<file path="src/rtl/cla_pkg.sv">
// -----------------------------------------------------------------------------
// cla_pkg
// Shared definitions for the nibble-serial CLA adder/subtractor.
//   state_t : FSM state encoding (ST_IDLE, ST_RUN, ST_DONE)
//   NIB_W   : width of one CLA slice in bits
// -----------------------------------------------------------------------------
package cla_pkg;

   localparam int NIB_W = 4;

   typedef enum logic [1:0] {
      ST_IDLE = 2'd0,
      ST_RUN  = 2'd1,
      ST_DONE = 2'd2
   } state_t;

endpackage : cla_pkg

</file>
<file path="src/rtl/cla4_slice.sv">
// -----------------------------------------------------------------------------
// cla4_slice
// Purely combinational 4-bit carry-lookahead adder slice.
//   a, b   : nibble operands
//   c_in   : carry into bit 0
//   s      : nibble sum
//   c_out  : carry out of bit 3
//   c3_in  : carry into bit 3 (paired with c_out to detect signed overflow)
// -----------------------------------------------------------------------------
module cla4_slice
   import cla_pkg::*;
(
   input  logic [NIB_W-1:0] a,
   input  logic [NIB_W-1:0] b,
   input  logic             c_in,
   output logic [NIB_W-1:0] s,
   output logic             c_out,
   output logic             c3_in
);

   logic [NIB_W-1:0] g;
   logic [NIB_W-1:0] p;
   logic [NIB_W:0]   c;

   assign g = a & b;
   assign p = a ^ b;

   // Every carry is flattened into sum-of-products form so no carry waits on
   // the one below it.
   assign c[0] = c_in;
   assign c[1] = g[0] | (p[0] & c_in);
   assign c[2] = g[1] | (p[1] & g[0]) | (p[1] & p[0] & c_in);
   assign c[3] = g[2] | (p[2] & g[1]) | (p[2] & p[1] & g[0])
               | (p[2] & p[1] & p[0] & c_in);
   assign c[4] = g[3] | (p[3] & g[2]) | (p[3] & p[2] & g[1])
               | (p[3] & p[2] & p[1] & g[0])
               | (p[3] & p[2] & p[1] & p[0] & c_in);

   assign s     = p ^ c[NIB_W-1:0];
   assign c_out = c[4];
   assign c3_in = c[3];

endmodule : cla4_slice

</file>
<file path="src/rtl/cla_seq_adder.sv">
// -----------------------------------------------------------------------------
// cla_seq_adder
// Multi-cycle WIDTH-bit adder/subtractor. One shared 4-bit CLA slice is
// stepped across the operands, LSB nibble first, one nibble per clock, with a
// registered carry linking the nibbles. WIDTH must be a multiple of 4 and >= 8.
//   clk, rst_n : clock, asynchronous active-low reset
//   start      : request pulse, accepted only while busy = 0
//   sub        : 0 = a + b, 1 = a - b (captured with start)
//   a, b       : operands (captured with start)
//   busy       : computation in progress
//   done       : one-cycle pulse, sum/c_out/ovf valid
//   sum        : result, held until the next accepted start
//   c_out      : carry out of the MSB (for subtraction 1 = no borrow)
//   ovf        : signed two's-complement overflow
// -----------------------------------------------------------------------------
module cla_seq_adder
   import cla_pkg::*;
#(
   parameter int WIDTH = 16
) (
   input  logic             clk,
   input  logic             rst_n,
   input  logic             start,
   input  logic             sub,
   input  logic [WIDTH-1:0] a,
   input  logic [WIDTH-1:0] b,
   output logic             busy,
   output logic             done,
   output logic [WIDTH-1:0] sum,
   output logic             c_out,
   output logic             ovf
);

   localparam int NIB   = WIDTH / NIB_W;
   localparam int IDX_W = $clog2(NIB);
   localparam logic [IDX_W-1:0] LAST_IDX = IDX_W'(NIB - 1);

   state_t           state;
   logic [WIDTH-1:0] op_a;
   logic [WIDTH-1:0] op_b;
   logic             carry_q;
   logic [IDX_W-1:0] idx;

   logic [NIB_W-1:0] slice_s;
   logic             slice_c;
   logic             slice_c3;

   // A start can only be taken while no computation is running.
   logic accept;
   assign accept = start && (state != ST_RUN);

   cla4_slice u_slice (
      .a     (op_a[NIB_W*idx +: NIB_W]),
      .b     (op_b[NIB_W*idx +: NIB_W]),
      .c_in  (carry_q),
      .s     (slice_s),
      .c_out (slice_c),
      .c3_in (slice_c3)
   );

   // NOTE: the operand copies are pure datapath storage that is always loaded
   // before it is read, so they are left without a reset; only control state
   // and visible outputs need a defined value after rst_n.
   always_ff @(posedge clk) begin
      if (accept) begin
         op_a <= a;
         op_b <= sub ? ~b : b;
      end
   end

   // NOTE: sequential state uses non-blocking assignments so every register
   // samples pre-edge values, independent of statement order.
   always_ff @(posedge clk or negedge rst_n) begin
      if (!rst_n) begin
         state   <= ST_IDLE;
         busy    <= 1'b0;
         done    <= 1'b0;
         sum     <= '0;
         c_out   <= 1'b0;
         ovf     <= 1'b0;
         idx     <= '0;
         carry_q <= 1'b0;
      end else begin
         case (state)
            ST_IDLE, ST_DONE: begin
               done <= 1'b0;
               if (accept) begin
                  // Subtraction is a + ~b + 1: the +1 enters as carry-in.
                  carry_q <= sub;
                  idx     <= '0;
                  sum     <= '0;
                  busy    <= 1'b1;
                  state   <= ST_RUN;
               end else begin
                  busy  <= 1'b0;
                  state <= ST_IDLE;
               end
            end

            ST_RUN: begin
               sum[NIB_W*idx +: NIB_W] <= slice_s;
               carry_q                 <= slice_c;
               if (idx == LAST_IDX) begin
                  c_out <= slice_c;
                  // Carries into and out of the sign bit disagree only on
                  // signed overflow.
                  ovf   <= slice_c ^ slice_c3;
                  idx   <= '0;
                  busy  <= 1'b0;
                  done  <= 1'b1;
                  state <= ST_DONE;
               end else begin
                  idx <= idx + 1'b1;
               end
            end

            default: begin
               busy  <= 1'b0;
               done  <= 1'b0;
               state <= ST_IDLE;
            end
         endcase
      end
   end

endmodule : cla_seq_adder
</file>
<file path="config.mk">
export PLATFORM = sky130hd
export DESIGN_NAME = cla_seq_adder
export DESIGN_NICKNAME = d
export VERILOG_FILES = /design/src/rtl/cla_pkg.sv /design/src/rtl/cla4_slice.sv /design/src/rtl/cla_seq_adder.sv
export SDC_FILE = /design/constraint.sdc
export NUM_CORES = 1
export LEC_CHECK = 0
export ABC_CLOCK_PERIOD_IN_PS = 7700
export CELL_PAD_IN_SITES_DETAIL_PLACEMENT = 0
export CELL_PAD_IN_SITES_GLOBAL_PLACEMENT = 2
export CORE_UTILIZATION = 38
export CTS_BUF_LIST = sky130_fd_sc_hd__clkbuf_16
export DETAILED_ROUTE_END_ITERATION = 16
export HOLD_SLACK_MARGIN = 0.02
export PLACE_DENSITY_LB_ADDON = 0.05
export RECOVER_POWER = 50
export SLEW_MARGIN = 20
export SYNTH_ARGS = -nofsm -noshare
export SYNTH_HDL_FRONTEND = slang
export SYNTH_SLANG_ARGS = --single-unit
</file>
<file path="constraint.sdc">
create_clock -name clk -period 7.7 [get_ports clk]
set_input_delay 1.54 -clock clk [delete_from_list [all_inputs] [get_ports clk]]
set_output_delay 1.54 -clock clk [all_outputs]
set_load 0.1 [all_outputs]
</file>
* Word-level counts from Yosys, hierarchy flattened
Index checks and enable logic that the tools add are counted.
** Cells by class
- Mux-type cells :: 17
- Add/subtract/negate cells :: 2
- Shift operators :: 4
- Reduce and logical (&&, ||, !) cells :: 6
- Bitwise logic cells :: 31
- Equality and inequality tests :: 6
** Operators with widths (number)
- negation 4 -> 34 bit :: 1
- variable shift 4 x 34 -> 16 bit (first input constant) :: 1
- variable part select 4 x 34 -> 16 bit :: 1
- two-way mux 16 bit :: 2
- one-hot mux 16 bit (2 select lines) :: 1
- variable part select 16 x 5 -> 4 bit :: 2
- AND 1 bit :: 16
- bitwise mux 16 bit :: 1
- inverter 16 bit :: 1
- OR 1 bit :: 10
- one-hot mux 2 bit (2 select lines) :: 2
- bitwise XOR 4 bit :: 2
- two-way mux 1 bit :: 6
- two-way mux 2 bit :: 3
- AND 4 bit :: 1
- == test 2 bit (second input constant) :: 2
- != test 2 bit (second input constant) :: 2
- one-hot mux 1 bit (2 select lines) :: 2
- AND reduction 2 bit :: 2
- adder 2 x 1 -> 2 bit (second input constant) :: 1
- == test 2 x 1 -> 1 bit (second input constant) :: 1
- logical NOT 2 bit :: 1
- != test 2 x 1 -> 1 bit (second input constant) :: 1
- nonzero test 2 bit :: 1
- other kinds (3) :: 3
** Storage, ports and cells
- Register bits after elaboration :: 57
- Bits of input ports :: 36
- Word-level logic and storage cells :: 76

* Depth between registers and ports, before layout
- Word-level depth :: 10
- Mapped depth :: 7
- Mapped depth without buffers :: 6

* Cells and area by module
Synthesis repeated with hierarchy kept, for this count alone.
** Second synthesis, totals
- Cells, all modules :: 162
- Area total of the unflattened synthesis :: 2521.2 sq um
** Modules (own cells, without submodules)
- cla_seq_adder :: times used 1, seq. area each 1561.5 sq um, area each 2366.0 sq um, cells an instance 144
- cla4_slice :: times used 1, seq. area each 0.0 sq um, area each 155.1 sq um, cells an instance 18

* Worst setup path before layout
No wires, ideal clock.
- Path type :: input to register
- From :: input start
- To :: register op_a[0] (enable)
- Slack :: 4.288 ns
- Arrival :: 2.988 ns
- Cell stages on the path :: 1
- Buffers on the path :: 0
- Path through :: nor2b_1
** Between the ends
- Word-level cells in the longest chain between the ends :: 1
** RTL lines
- from (decl) :: RTL line cla_seq_adder.sv:23 : input logic start,
- logical AND 1 bit :: RTL line cla_seq_adder.sv:50 : assign accept = start && (state != ST_RUN);
- to (signal assigned) :: RTL line cla_seq_adder.sv:66 : op_a <= a;
- to (decl) :: RTL line cla_seq_adder.sv:39 : logic [WIDTH-1:0] op_a;
No other way between the ends.
A chain may end at the register's enable or synchronous reset.

* Worst setup path after layout
- From :: input start
- To :: register op_a[4] (enable)
** Between the ends
- Word-level cells in the longest chain between the ends :: 1
** RTL lines
- logical AND 1 bit :: RTL line cla_seq_adder.sv:50
- named net accept :: RTL line cla_seq_adder.sv:49 : logic accept;
The timed path passes the listed nets, and every way through them passes these cells.

==> impl_metrics.json <==
{
  "path_max_fanout": 32,
  "cp_slowest_cell": "clkbuf_1",
  "netlist_area_sq_um": 2530,
  "path_clk_slew_ns": 0.06,
  "final_nets": 263,
  "fin_setup_tns_ns": 0,
  "wl_per_cell_um": 15.5,
  "overflow": 0,
  "post-dp-hpwl_um": 3470,
  "grt_max_degree": 33,
  "drcViolationCount": 0,
  "synth_area_leaders": "edfxtp_1 (38%), dfrtp_1 (24%), mux4_2 (6.2%)",
  "layout_commonest_cell": "clkdlybuf4s50_1",
  "portBuffers": 55,
  "synth_top_area_cell": "edfxtp_1",
  "status": "complete, but fails checks",
  "clock_latency_ns": 0.28,
  "crit_type": "input port to flip-flop",
  "grt_setup_unrepaired": "false",
  "die_w_um": 83.6,
  "crit_chain": "dlygate4sd3_1 -> nor2b_1 -> clkbuf_1",
  "holdBufCountCts": 0,
  "timing.hold.ws_ns": 0.484,
  "grt.total_usage_pct": 14.2,
  "grtUsageMet1_pct": 17.8,
  "tightest_slew_ns": 1.70,
  "clock_sinks": 56,
  "hold_viol_final": 0,
  "antenna_cells": 0,
  "critPathMaxStageDelay_ns": 1.22,
  "cap_violations": 1,
  "die_h_um": 83.6,
  "yosysTopAreaCellShare_pct": 37.9,
  "critPathArrivalTime_ns": 3.45,
  "postCtsResizedCells": 0,
  "grt_pass1_vias": 1535,
  "skew_ns": 0.00547,
  "cts_root_buf": "clkbuf_16",
  "synth.distinct_cells": 37,
  "ys.flop_type": "edfxtp_1",
  "synthCells": 158,
  "violations": "max-capacitance violations, max-slew violations",
  "synth_edf_count": 32,
  "initial_core_util_pct": 39.7,
  "routed_wl_um": 4560,
  "avgSynthCellArea_sq_um": 16.0,
  "grt_pass1_wl_um": 7560,
  "cp_num_buf_inv": 2,
  "maxSlewHeadroom_pct": -13.4,
  "cp-end-kind": "flip-flop",
  "final_cell_mix": "clkdlybuf4s50_1 (37), edfxtp_1 (32), dfrtp_1 (24)",
  "gp_congestion": 0.738,
  "dieArea_sq_um": 6990,
  "cts_tree": "built",
  "max_freq_ghz": 0.280,
  "period_minus_slack_ns": 3.57,
  "dr.first_iter.drc_count": 54,
  "async_flop_share_pct": 42.9,
  "syn_nets": 205,
  "viasPerCell": 5.12,
  "area_growth_pct": 29.5,
  "io_pins": 56,
  "dr.pass1.iters": 4,
  "drive_gt1_share_pct": 11.1,
  "seq_area_frac_synth_pct": 61.7,
  "yosys_warnings": 0,
  "cts_buffers": 5,
  "crit_family": "buffers and inverters",
  "htree_levels": 2,
  "rows": 29,
  "via_count": 1505,
  "startpoint_type": "input port",
  "hold_class": "flip-flop to flip-flop",
  "grt_util_met2_pct": 23.8,
  "crit_required_ns": 7.58,
  "ant_nets": 0,
  "report.final.slew_viol_count": 33,
  "post-cts-setup-buffers": 0,
  "fp.coreArea_sq_um": 6390,
  "clockBufferDepth": 2,
  "period_share_pct": 46.4,
  "antenna_found_initial": 0,
  "met3_usage_pct": 4.45,
  "grt-busiest-layer": "met2",
  "finalSetupViolCount": 0,
  "synth-seq-cells": 56
}
worst register-to-register path: cells and delay by family, from the launching register on:
family	cells	cell delay [ns]
DFF	1	0.95
adders and majority gates	1	0.35
xor gates and xnor gates	1	0.20
muxes	1	0.68
AOI/OAI and AO/OA	3	0.64
registers in the layout, summed over array words and instances, names as in the netlist, 2 cells and up:
register  flops
op_b         16
idx           2
state         2
op_a         16
sum          16
layout make-up:
class | count | area (sq um)
well taps | 77 | 96.3
repair buffers | 56 | 548
inverters | 5 | 18.8
clock inverters | 3 | 11.3
clock buffers | 5 | 125
fillers | 557 | 3110
flip-flops and latches | 56 | 1560
multi-input cells | 92 | 920
cells by family after synthesis:
family | after synthesis | synth area share (%)
DFF | 56 | 61.7
AOI/OAI and AO/OA | 32 | 9.78
and+or+nand+nor | 20 | 5.83
xor gates and xnor gates | 19 | 6.87
adders and majority gates | 11 | 5.73
buffers and inverters | 10 | 2.03
muxes | 10 | 8.10
metal layers:
metal	wire, um	part of all wire, %
met1	1990	44
met2	2390	52
met4	24	0.53
met5	0	0
met3	159	3.5
path summary, 6_finish.rpt:
kind | to | start | cells after the start | slack, ns
max | op_a[4] | start | 3 | 4.13
min | busy | busy | 1 | 0.48
max reg2reg | sum[11] | idx[0] | 6 | 4.77
min reg2reg | busy | busy | 1 | 0.48
max in group asynchronous | sum[10] | rst_n | 1 | 5.43
min in group asynchronous | sum[13] | rst_n | 1 | 1.52
stage by stage:
step,std cells,utilization [%],worst slack [ns],area [sq um]
final,294,51.4,4.13,3280
after detailed placement,286,49.4,4.58,3160
after global placement,286,49.4,4.59,3160
after CTS,294,51.6,4.26,3290
after floorplan,158,-,4.29,2530
after global routing,294,51.4,3.93,3280
synthesized netlist by cell type (2+ instances only):
| library cell | number |
|---|---|
| a21o_1 | 2 |
| a21oi_1 | 5 |
| a22o_1 | 16 |
| buf_2 | 2 |
| dfrtp_1 | 24 |
| edfxtp_1 | 32 |
| ha_1 | 10 |
| inv_1 | 5 |
| mux4_2 | 7 |
| nand2_1 | 6 |
| nor2_1 | 3 |
| nor2b_1 | 3 |
| o21ai_0 | 2 |
| o21ai_1 | 2 |
| xnor2_1 | 2 |
| xor2_1 | 16 |
Power is not shown: default switching activity piles up to over one toggle a cycle in this logic, so the estimate is an artifact.
